### src/rtl/stream_demux_pkg.sv
// Shared constants and helpers for stream_demux: channel-index width and counter width.
package stream_demux_pkg;

  localparam int CNT_W = 16;

  // Width of a channel index; never narrower than one bit.
  function automatic int idx_w(input int n);
    return (n > 1) ? $clog2(n) : 1;
  endfunction

endpackage

### src/rtl/stream_demux_slot.sv
// One-entry output register for a single demux channel.
module stream_demux_slot #(
  parameter int W = 1
) (
  input  logic         clk,
  input  logic         rst,
  input  logic         load,
  input  logic         drain,
  input  logic [W-1:0] din,
  output logic         valid,
  output logic [W-1:0] data
);

  // A load on the same edge as a drain keeps the slot full with the new word.
  always_ff @(posedge clk) begin
    if (rst) begin
      valid <= 1'b0;
      data  <= '0;
    end else if (load) begin
      valid <= 1'b1;
      data  <= din;
    end else if (drain) begin
      valid <= 1'b0;
    end
  end

endmodule

### src/rtl/stream_demux.sv
// Unicast/broadcast stream demultiplexer with one register per channel.
// Optional STREAM_DEMUX_CNT_EN adds saturating per-channel delivery counters.
module stream_demux
  import stream_demux_pkg::*;
#(
  parameter int W = 1,
  parameter int N = 4
) (
  input  logic                clk,
  input  logic                rst,
  input  logic [W-1:0]        din,
  input  logic [idx_w(N)-1:0] sel,
  input  logic                bcast,
  input  logic                in_valid,
  output logic                in_ready,
  output logic [N*W-1:0]      dout,
  output logic [N-1:0]        out_valid,
  input  logic [N-1:0]        out_ready,
`ifdef STREAM_DEMUX_CNT_EN
  input  logic [idx_w(N)-1:0] cnt_sel,
  input  logic                cnt_clr,
  output logic [CNT_W-1:0]    cnt_out,
`endif
  output logic                sel_err
);

  localparam int SW = idx_w(N);
  localparam int NP = 2**SW;
  localparam logic [SW:0] NV = (SW+1)'(N);

  logic [N-1:0]  free;
  logic [NP-1:0] free_pad;
  logic [N-1:0]  load;
  logic          oor;
  logic          xfer;

  assign free = ~out_valid | out_ready;
  assign oor  = ({1'b0, sel} >= NV);

  // Out-of-range indices read as free so a bad sel is always swallowed.
  always_comb begin
    free_pad          = '1;
    free_pad[N-1:0]   = free;
  end

  assign in_ready = bcast ? (&free) : free_pad[sel];
  assign xfer     = in_valid & in_ready;

  generate
    for (genvar k = 0; k < N; k++) begin : g_slot
      assign load[k] = xfer & (bcast | (sel == SW'(k)));

      stream_demux_slot #(.W(W)) u_slot (
        .clk   (clk),
        .rst   (rst),
        .load  (load[k]),
        .drain (out_ready[k]),
        .din   (din),
        .valid (out_valid[k]),
        .data  (dout[k*W +: W])
      );
    end
  endgenerate

  always_ff @(posedge clk) begin
    if (rst) sel_err <= 1'b0;
    else     sel_err <= xfer & ~bcast & oor;
  end

`ifdef STREAM_DEMUX_CNT_EN
  logic [N-1:0][CNT_W-1:0] cnt;
  logic [CNT_W-1:0]        cnt_pad [NP];

  // Clear wins over increment; counts stick at all-ones.
  always_ff @(posedge clk) begin
    if (rst || cnt_clr) begin
      cnt <= '0;
    end else begin
      for (int k = 0; k < N; k++)
        if (out_valid[k] && out_ready[k] && (cnt[k] != '1))
          cnt[k] <= cnt[k] + 1'b1;
    end
  end

  always_comb begin
    for (int i = 0; i < NP; i++) cnt_pad[i] = '0;
    for (int k = 0; k < N; k++)  cnt_pad[k] = cnt[k];
  end

  assign cnt_out = cnt_pad[cnt_sel];
`endif

endmodule

### config.mk
export PLATFORM = sky130hd
export DESIGN_NAME = stream_demux
export DESIGN_NICKNAME = d
export VERILOG_FILES = /design/src/rtl/stream_demux_pkg.sv /design/src/rtl/stream_demux_slot.sv /design/src/rtl/stream_demux.sv
export SDC_FILE = /design/constraint.sdc
export NUM_CORES = 1
export LEC_CHECK = 0
export BUFFER_PORTS_ARGS = -buffer_cell sky130_fd_sc_hd__clkbuf_2
export CORE_AREA = 2 2 39 41
export DETAILED_ROUTE_END_ITERATION = 8
export DIE_AREA = 0 0 41 43
export PLACE_DENSITY = 0.61
export SLEW_MARGIN = 25
export SYNTH_ARGS = -nofsm -noshare
export SYNTH_HDL_FRONTEND = slang
export SYNTH_SLANG_ARGS = --single-unit
export TNS_END_PERCENT = 30
### constraint.sdc
create_clock -name clk -period 1.65 [get_ports clk]
set_clock_uncertainty 0.05 [all_clocks]
set_input_delay 0.33 -clock clk [delete_from_list [all_inputs] [get_ports clk]]
set_output_delay 0.33 -clock clk [all_outputs]
set_load 0.03 [all_outputs]
# [Word level (Yosys, flattened, before mapping)]
# Index checks and enable logic that the tools add are counted.
[totals] latch_bits=0 inputBits=11 mem_bits_ro=0 regBits=8 wordCells=40 ramBits=0 out_inout_bits=10 memories=0
[op_classes] n_reduce_logical=6 n_div=0 add_sub_neg=0 eq_ne=3 mux=11 shifts=0 n_lt_le_gt_ge=1 multipliers=0 bitwise=11
[op_table] op="$mux 1" count=10
[op_table] op="$reduce_bool 2->1" count=4
[op_table] op="$and 1x1->1" count=5
[op_table] op="$eq 2x2->1 const B" count=2
[op_table] op="$not 4->4" count=1
[op_table] op="$or 1x1->1" count=4
[op_table] op="$or 4x4->4" count=1
[op_table] op="$reduce_and 4->1" count=1
[op_table] op="$lt 2x3->1 const B" count=1
[op_table] op="$bmux 1 s2" count=1
[op_table] op="$eq 2x1->1 const B" count=1
[op_table] op="$logic_not 2->1" count=1

# [Longest topological paths before layout]
# Gate-level depths: netlist of the first run.
[depth] word_depth=8 mapped_depth=6

# [Cells and area by module]
# From an unflattened synthesis of the first run, not the netlist that was laid out.
[hier_totals] hier_cells=51 area_unflattened_um2=422.9
[modules_own_cells] mod="stream_demux_slot" area_per_inst_um2=68.8 cells_per_inst=7 instances=4
[modules_own_cells] mod="stream_demux" area_per_inst_um2=147.6 cells_per_inst=23 instances=1

# [Worst setup path before layout of the first run]
# No wires, ideal clock.
[synth_path] path_kind="input -> register" start="input sel[1]" end="register g_slot[3].u_slot.data" arrival_time_ps=1322 setup_slack_ps=207 required_time_ps=1528 path_stages=6 setup_ps=72 path_cell_list="and2_1 -> a22oi_1 -> and4_1 -> buf_4 -> o211a_1 -> mux2i_1"
[synth_via] elab_chain_len=5
[synth_rtl] element="start, declared" line="stream_demux.sv:12" rtl="input logic [idx_w(N)-1:0] sel,"
[synth_rtl] element="$bmux 1 s2" line="stream_demux.sv:46" rtl="assign in_ready = bcast ? (&free) : free_pad[sel];"
[synth_rtl] element="$mux 1 (not written as such)" line="stream_demux.sv:46"
[synth_rtl] element="$mux 1" line="stream_demux.sv:46"
[synth_rtl] element="net in_ready" line="stream_demux.sv:15" rtl="output logic in_ready,"
[synth_rtl] element="$and 1x1->1" line="stream_demux.sv:47" rtl="assign xfer = in_valid & in_ready;"
[synth_rtl] element="$and 1x1->1" line="stream_demux.sv:51" rtl="assign load[k] = xfer & (bcast | (sel == SW'(k)));"
[synth_rtl] element="end signal, assigned" line="stream_demux_slot.sv:21" rtl="data <= din;"
[synth_rtl] element="end, declared" line="stream_demux_slot.sv:11" rtl="output logic [W-1:0] data"
# The timed path passes the listed nets, and every way through them passes these cells. The select of a mux whose other input is x is not followed.
# A chain may end at the register's enable or synchronous reset.

# [Final worst setup path of the first run]
[layout_path] start="register g_slot[2].u_slot.valid" end="output in_ready"
[layout_via] elab_chain_len=5
[layout_rtl] element="start, declared" line="stream_demux_slot.sv:10" rtl="output logic valid,"
[layout_rtl] element="start signal, assigned" line="stream_demux_slot.sv:17" rtl="valid <= 1'b0;"
[layout_rtl] element="start signal, assigned" line="stream_demux_slot.sv:20" rtl="valid <= 1'b1;"
[layout_rtl] element="start signal, assigned" line="stream_demux_slot.sv:23" rtl="valid <= 1'b0;"
[layout_rtl] element="$not 4->4 *" line="stream_demux.sv:37" rtl="assign free = ~out_valid | out_ready;"
[layout_rtl] element="$or 4x4->4 *" line="stream_demux.sv:37"
[layout_rtl] element="$bmux 1 s2" line="stream_demux.sv:46"
[layout_rtl] element="$mux 1 (not written as such)" line="stream_demux.sv:46"
[layout_rtl] element="$mux 1 *" line="stream_demux.sv:46"
[layout_rtl] element="end, declared" line="stream_demux.sv:15"
# Mark *: on every way between the ends. The rest lies on a longest branch, timed or not. The select of a mux whose other input is x is not followed.

==> impl_metrics.json, run 1 <==
{
  "status": "finished clean",
  "row_count": 14,
  "async_reset_ff_share_pct": 0,
  "hp-class": "in2reg",
  "synth-main-ff-cell": "dfxtp_1",
  "wl_um": 869,
  "die_x_um": 41,
  "cp_max_fo": 2,
  "cts-hold-fix-buffers": 0,
  "gp_congestion": 0.6600,
  "wl_per_cell_um": 10.73,
  "cts_max_level": 1,
  "dp_worst_setup_slack_ns": 0.02970,
  "core_area_mm2": 0.001384,
  "start_kind": "register",
  "yosysSeqAreaShare_pct": 34.88,
  "fin_ws_ns": 0.03139,
  "rr_startpoint": "g_slot[2].u_slot.valid",
  "yosysMostFrequentCell": "buf_4",
  "port_buffers": 19,
  "clock_latency_ns": 0.25,
  "path_class": "reg2out",
  "fmax_mhz": 617.8,
  "vias": 378,
  "drt_pass1_iterations": 4,
  "worstSetupEndpointType": "output port",
  "drv_slew": 0,
  "fin_nets": 78,
  "die_area_mm2": 0.001763,
  "grt_pass1_vias": 311,
  "fin_crit_ns": 1.619,
  "min_from": "rst",
  "ir_drop_mv": 0.3395,
  "synth_area_per_cell_um2": 9.184,
  "syn-num-nets": 61,
  "path_clk_slew_ns": 0.05,
  "worstReg2RegEnd": "g_slot[3].u_slot.data",
  "overflow": 0,
  "numCtsBuffers": 3,
  "syn_inst": 50,
  "ys_types": 17,
  "diodes": 0,
  "final-hold-violation-count": 0,
  "r2r_slack_ns": 0.09,
  "via_per_inst": 4.667,
  "clock-root-buffer": "clkbuf_4",
  "clock_sinks": 8,
  "synth_warnings": 0,
  "antenna_found_initial": 0,
  "grt_pass1_wl_um": 1255,
  "start_util_pct": 33.18,
  "grt_max_degree": 10,
  "hold_depth": 2,
  "r2r_cells": 7,
  "setup-violations-final": 0,
  "cts_tree": "built",
  "placed_cell_area_um2": 506.7,
  "yosys_register_bits": 8,
  "dr.first_iter.drc_count": 3,
  "die_h_um": 43,
  "synth_area_leaders": "dfxtp_1, buf_4, nand2b_1",
  "drc_errors": 0,
  "synth_top_cell_area_share_pct": 34.88,
  "num_io_pins": 21,
  "yosysTopAreaCell": "dfxtp_1",
  "area_delta_synth_final_pct": 24.80,
  "synth_edf_count": 0,
  "dp_hpwl_um": 658.4,
  "cts_max_path_buffers": 2,
  "synth_area_um2": 459.2,
  "cap_viol_max_count": 0,
  "fin_crit_sh_pct": 98.10,
  "synth_common_cells": "buf_4, nand2b_1, dfxtp_1, mux2i_1",
  "power_leakage_nw": 0.2842,
  "post-route-cell-area_um2": 573.1,
  "drive_gt1_share_pct": 46.15,
  "cp.arrival_ns": 1.24,
  "powerDensity_mw_per_mm2": 877.0,
  "ant_nets": 0,
  "holdPathEnd": "g_slot[2].u_slot.valid",
  "grt_util_all_layers_pct": 10.76,
  "cp.required_ns": 1.27
}
## cells by family (layout without fill, tap and decap cells)
logic type             count (synthesis)  after routing  share of synthesized area (%)
AND/OR/NAND/NOR                       16             16                          22.34
multiplexers                           4              4                          8.720
flip-flops                             8              8                          34.88
AO/OA/AOI/OAI                         11             11                          16.89
other                                  1              1                         0.8167
buffers and inverters                 10             25                          16.35
## critical path: stages, from the launching register on
cell     delay (ns)
dfxtp_2        0.31
nor2b_2        0.15
o21ai_1        0.16
and4_4         0.24
buf_8          0.12
## through the flow
stage | power (mW) | instances | util, % | hold WS [ns] | TNS (ns)
after CTS | 0.5024 | 80 | 40.51 | 0.2917 | 0
final | 0.5025 | 81 | 41.41 | 0.2834 | 0
after floorplan | 0.3226 | 50 | - | 0.3491 | 0
after global routing | 0.5305 | 81 | 41.41 | 0.3234 | -0.02021
after detailed placement | 0.3413 | 76 | 36.62 | 0.4206 | 0
after global placement | 0.3398 | 76 | 36.62 | 0.4139 | 0
## flip-flops by register name (all words and copies together), names as in the netlist
name,count
g_slot.u_slot.valid,4
g_slot.u_slot.data,4
## how the worst max path moves through the flow
stage | from | to | slack [ns] | depth (start not counted)
floorplan | sel[1] | g_slot[3].u_slot.data | 0.21 | 6
global placement | sel[1] | g_slot[3].u_slot.data | 0.07 | 7
detailed placement | sel[1] | g_slot[3].u_slot.data | 0.03 | 7
CTS | g_slot[3].u_slot.valid | in_ready | 0.02 | 4
global route | g_slot[2].u_slot.valid | in_ready | -0.02 | 4
finish | g_slot[2].u_slot.valid | in_ready | 0.03 | 4
## repair_timing
action	in CTS	in global routing
setup buffers	1	1
setup endpoints to repair	1	1
pin swaps	2	2
resized for setup	7	3
## per-layer routing
| layer | global-route usage [%] | wire length [um] |
|---|---|---|
| met5 | 0 | 0 |
| met4 | 10.00 | 14 |
| met3 | 1.571 | 40 |
| met2 | 15.00 | 445 |
| met1 | 13.27 | 368 |
## cells in the final DEF, fill, tap and decap left out
cell type / netlist / layout
a21oi_1: 3 / 3
a22oi_2: 0 / 1
and2_1: 1 / 1
and2b_1: 1 / 1
and4_4: 0 / 1
buf_4: 10 / 3
buf_8: 0 / 1
clkbuf_2: 0 / 18
clkbuf_4: 0 / 3
conb_1: 1 / 1
dfxtp_1: 8 / 7
dfxtp_2: 0 / 1
mux2i_1: 4 / 4
nand2b_1: 9 / 9
nand3_1: 1 / 1
nor2b_1: 3 / 1
nor2b_2: 0 / 1
nor2b_4: 0 / 1
o211a_1: 1 / 1
o211ai_1: 2 / 2
o21ai_1: 0 / 1
o21ba_1: 1 / 1
o21bai_1: 2 / 2
## report_power, final
part	internal, mW	leakage [nW]	switching (mW)
Clock	0.0829	0.0138	0.0609
Sequential	0.208	0.0661	0.00689
Combinational	0.0640	0.204	0.0797
## area by class of cell
cell class	instances	area [um^2]
clock buffer	3	22.52
multi-input combinational	32	241.5
fill	151	810.8
timing repair buffer	22	127.6
sequential	8	161.4
tap	16	20.02
Power figures use the tool's default switching activity.
==> run 2, diff against run 1 <==
RECOVER_POWER = 50   (was not set)
==> run 2 against run 1 <==
Net effect:
- register-to-register slack is essentially flat
- non-clock buffer count is the same
- first-iteration DRC count shrank 33%
- clock power is essentially flat
- maximum frequency is essentially flat
- clock-buffer cell count is the same
- highest routed layer unchanged
- die area is the same
- combinational power shrank 3%
- via count grew 0.26%
- worst setup slack is essentially flat
- routed wire length grew 0.81%
- design area shrank 1.7%
==> impl_metrics.json, run 2 (synthesis gave the netlist of run 1 again) <==
{
  "cts-hold-fix-buffers": 0,
  "power_leakage_nw": 0.2575,
  "clockPowerShare_pct": 28.8,
  "vias": 379,
  "cp_slowest_stage_delay_ns": 0.31,
  "cts_max_path_buffers": 2,
  "dr.first_iter.drc_count": 2,
  "fin_crit_ns": 1.619,
  "antenna_found_initial": 0,
  "powerDensity_mw_per_mm2": 886.3,
  "gp_congestion": 0.6600,
  "drv_slew": 0,
  "clock_latency_ns": 0.25,
  "fin_crit_sh_pct": 98.10,
  "cap_viol_max_count": 0,
  "drive_gt1_share_pct": 33.85,
  "power_switching_uw": 147.6,
  "die_area_mm2": 0.001763,
  "cts_max_level": 1,
  "ant_nets": 0,
  "final-hold-violation-count": 0,
  "hp-class": "in2reg",
  "fmax_mhz": 617.8,
  "die_x_um": 41,
  "pwr-share-seq_pct": 43.1,
  "ir_drop_mv": 0.3484,
  "placed_cell_area_um2": 506.7,
  "finalSetupTns_ns": 0,
  "crit_path_cell_trace": "nor2b_2 -> o21ai_1 -> and4_4 -> buf_8",
  "die_h_um": 43,
  "cp.required_ns": 1.27,
  "cp_num_buf_inv": 1,
  "fin_nets": 78,
  "path_class": "reg2out",
  "crit_family": "simple AND/OR/NAND/NOR gates",
  "overflow": 0,
  "clock_sinks": 8,
  "worstSetupEndpointType": "output port",
  "clock-root-buffer": "clkbuf_4",
  "port_buffers": 19,
  "dp_hpwl_um": 658.4,
  "swShare_pct": 29.57,
  "path_clk_slew_ns": 0.05,
  "cp.arrival_ns": 1.24,
  "grt_pass1_wl_um": 1255,
  "grt_pass1_vias": 311,
  "post-route-cell-area_um2": 563.0,
  "drc_errors": 0,
  "core_area_mm2": 0.001384,
  "start_util_pct": 33.18,
  "pwr-share-comb_pct": 28.1,
  "cp_max_fo": 2,
  "start_kind": "register",
  "diodes": 0,
  "grt_max_degree": 10,
  "drt_pass1_iterations": 4,
  "wl_per_cell_um": 10.81,
  "status": "finished clean",
  "layout_common_cells": "clkbuf_2, nand2b_1, clkbuf_1",
  "numCtsBuffers": 3,
  "top_regs": "g_slot.u_slot.data x4, g_slot.u_slot.valid x4",
  "row_count": 14,
  "setup-violations-final": 0,
  "num_io_pins": 21,
  "internal_power_uw": 351.5,
  "grt_util_all_layers_pct": 10.76,
  "via_per_inst": 4.679,
  "critPathSlowestCell": "dfxtp_2",
  "cts_tree": "built",
  "layout_commonest_cell": "clkbuf_2",
  "wl_um": 876,
  "area_delta_synth_final_pct": 22.62,
  "fillers": 157
}
==> run 2: changes by cell type in the layout (fill, tap and decap cells not counted) <==
cell,delta
clkbuf_2,-8
clkbuf_1,+8
==> run 2: power groups by stage <==
| stage | clock network, mW | registers [mW] | logic [mW] |
|---|---|---|---|
| 3_3_place_gp | 0 | 0.218 | 0.121 |
| 5_1_grt | 0.159 | 0.217 | 0.150 |
| 6_report | 0.144 | 0.215 | 0.140 |
| 2_1_floorplan | 0 | 0.217 | 0.105 |
| 4_1_cts | 0.151 | 0.215 | 0.136 |
| 3_5_place_dp | 0 | 0.219 | 0.123 |
==> run 2: metrics by stage <==
stage / total power, mW / hold slack (ns) / setup slack (ns) / util, % / std cells
2_1_floorplan: 0.3226 / 0.3491 / 0.2068 / - / 50
3_3_place_gp: 0.3398 / 0.4139 / 0.06558 / 36.62 / 76
3_5_place_dp: 0.3413 / 0.4206 / 0.02970 / 36.62 / 76
4_1_cts: 0.5024 / 0.2917 / 0.01613 / 40.51 / 80
5_1_grt: 0.5269 / 0.3234 / -0.02021 / 40.69 / 81
6_report: 0.4990 / 0.2840 / 0.03143 / 40.69 / 81
==> run 2: routing by layer <==
layer / GRT usage (%) / up-vias / part of all wire (%)
met5: 0 / - / 0
met4: 10.00 / 0 / 1.6
met3: 1.571 / 2 / 4.6
met2: 15.00 / 12 / 51
met1: 13.27 / 174 / 42
li1: - / 191 / -
==> run 2: worst paths after layout <==
kind,startpoint,end,slack [ns],cells past startpoint
max,g_slot[2].u_slot.valid,in_ready,0.03,4
min,rst,g_slot[2].u_slot.valid,0.28,2
min reg2reg,g_slot[0].u_slot.data,g_slot[0].u_slot.data,0.43,2
max reg2reg,g_slot[2].u_slot.valid,g_slot[3].u_slot.data,0.09,7
==> run 2: what timing repair did <==
item                       in CTS  in global routing
resized for setup               7                  3
pin swaps                       2                  2
setup endpoints to repair       1                  1
buffers inserted                1                  1
gates cloned                    0                  0
==> run 2: layout make-up <==
cell class	count	area, um^2	share of cell area [%]
Multi-Input combinational cell	32	241.5	42.89
Sequential cell	8	161.4	28.67
Timing Repair Buffer	22	117.6	20.89
Clock buffer	3	22.52	4.000
Tap cell	16	20.02	3.556
==> run 3, diff against run 2 <==
RECOVER_POWER = 25   (was 50)
==> run 3 against run 2 <==
Net effect:
- clock power about the same
- worst setup slack barely moved
- sequential power barely moved
- worst hold slack got worse by 0.00055 ns
- routed wire length is 0.23% lower
- largest power group unchanged
- critical endpoint unchanged
- highest routed layer unchanged
- via count shrank 0.26%
==> impl_metrics.json, run 3 (synthesis gave the netlist of run 1 again) <==
{
  "status": "finished clean",
  "vias": 378,
  "die_x_um": 41,
  "via_per_inst": 4.667,
  "r2r_cells": 7,
  "r2r_slack_ns": 0.09,
  "powerDensity_mw_per_mm2": 881.7,
  "overflow": 0,
  "dp_hpwl_um": 658.4,
  "fin_ws_ns": 0.03143,
  "wl_um": 874,
  "cts_max_level": 1,
  "min_from": "rst",
  "cp.required_ns": 1.27,
  "path_clk_slew_ns": 0.05,
  "layout_commonest_cell": "clkbuf_2",
  "worstSetupEndpointType": "output port",
  "area_delta_synth_final_pct": 23.71,
  "start_util_pct": 33.18,
  "ir_drop_mv": 0.3476,
  "dr.first_iter.drc_count": 2,
  "num_io_pins": 21,
  "drc_errors": 0,
  "fin_crit_ns": 1.619,
  "fin_crit_sh_pct": 98.10,
  "cts-hold-fix-buffers": 0,
  "cap_viol_max_count": 0,
  "drv_slew": 0,
  "gp_congestion": 0.6600,
  "hp-class": "in2reg",
  "antenna_found_initial": 0,
  "cp_max_fo": 2,
  "grt_pass1_wl_um": 1255,
  "start_kind": "register",
  "power_leakage_nw": 0.2708,
  "layout_common_cells": "clkbuf_2, nand2b_1, dfxtp_1",
  "drive_gt1_share_pct": 40.00,
  "die_area_mm2": 0.001763,
  "path_class": "reg2out",
  "die_h_um": 43,
  "top_regs": "g_slot.u_slot.data x4, g_slot.u_slot.valid x4",
  "cts_tree": "built",
  "cp.arrival_ns": 1.24,
  "setup-violations-final": 0,
  "cts_max_path_buffers": 2,
  "core_area_mm2": 0.001384,
  "clock_sinks": 8,
  "port_buffers": 19,
  "clock-root-buffer": "clkbuf_4",
  "holdPathEnd": "g_slot[2].u_slot.valid",
  "clock_latency_ns": 0.25,
  "dp.cells": 76,
  "dp_worst_setup_slack_ns": 0.02970,
  "layoutNonFillerInstCount": 81,
  "worstReg2RegEnd": "g_slot[3].u_slot.data",
  "hold_depth": 2,
  "fmax_mhz": 617.8,
  "final-hold-violation-count": 0,
  "diodes": 0,
  "wl_per_cell_um": 10.79,
  "drt_pass1_iterations": 4,
  "grt_pass1_vias": 311,
  "fin_nets": 78,
  "total_power_uw": 500.8,
  "grt_max_degree": 10,
  "grt_util_all_layers_pct": 10.76,
  "finalSetupTns_ns": 0,
  "ant_nets": 0,
  "numCtsBuffers": 3,
  "whs_ns": 0.2835,
  "row_count": 14,
  "rr_startpoint": "g_slot[2].u_slot.valid"
}
run 3: cell types whose count changed in the layout (fill, tap and decap cells not counted):
cell      change
clkbuf_1      -4
clkbuf_2      +4
run 3: power by group:
group          internal, mW  total, mW  switching, mW
logic                0.0622      0.142         0.0798
clock network        0.0829      0.144         0.0609
registers             0.208      0.215        0.00687
total                 0.353      0.501          0.148
run 3: stage by stage:
stage | instance area (um^2) | utilization [%]
3_3_place_gp | 506.7 | 36.62
5_1_grt | 568.0 | 41.05
2_1_floorplan | 459.2 | -
6_report | 568.0 | 41.05
3_5_place_dp | 506.7 | 36.62
4_1_cts | 560.5 | 40.51
run 3: area by class of cell:
type | count | area, um^2
sequential | 8 | 161.4
multi-input combinational | 32 | 241.5
timing repair buffer | 22 | 122.6
clock buffer | 3 | 22.52
fill | 154 | 815.8
tap | 16 | 20.02
run 3: how the worst max path moves through the flow:
stage | cells after the start | to | slack, ns | from
floorplan | 6 | g_slot[3].u_slot.data | 0.21 | sel[1]
global placement | 7 | g_slot[3].u_slot.data | 0.07 | sel[1]
detailed placement | 7 | g_slot[3].u_slot.data | 0.03 | sel[1]
CTS | 4 | in_ready | 0.02 | g_slot[3].u_slot.valid
global route | 4 | in_ready | -0.02 | g_slot[2].u_slot.valid
finish | 4 | in_ready | 0.03 | g_slot[2].u_slot.valid
run 3: worst max-delay path, cell delays in order, from the launching register on:
cell and delay (ns):
dfxtp_2 0.31, nor2b_2 0.15, o21ai_1 0.16, and4_4 0.24, buf_8 0.12
run 3: what timing repair did:
action	4_1_cts	5_1_grt
setup endpoints to repair	1	1
pin swaps	2	2
resized for setup	7	3
buffers inserted	1	1
run 3: metal layers:
metal  share of wire, %  GRT usage, %  vias up
met4                1.6         10.00        0
met3                4.7         1.571        2
met1                 43         13.27      172
met5                  0             0        -
li1                   -             -      192
met2                 51         15.00       12
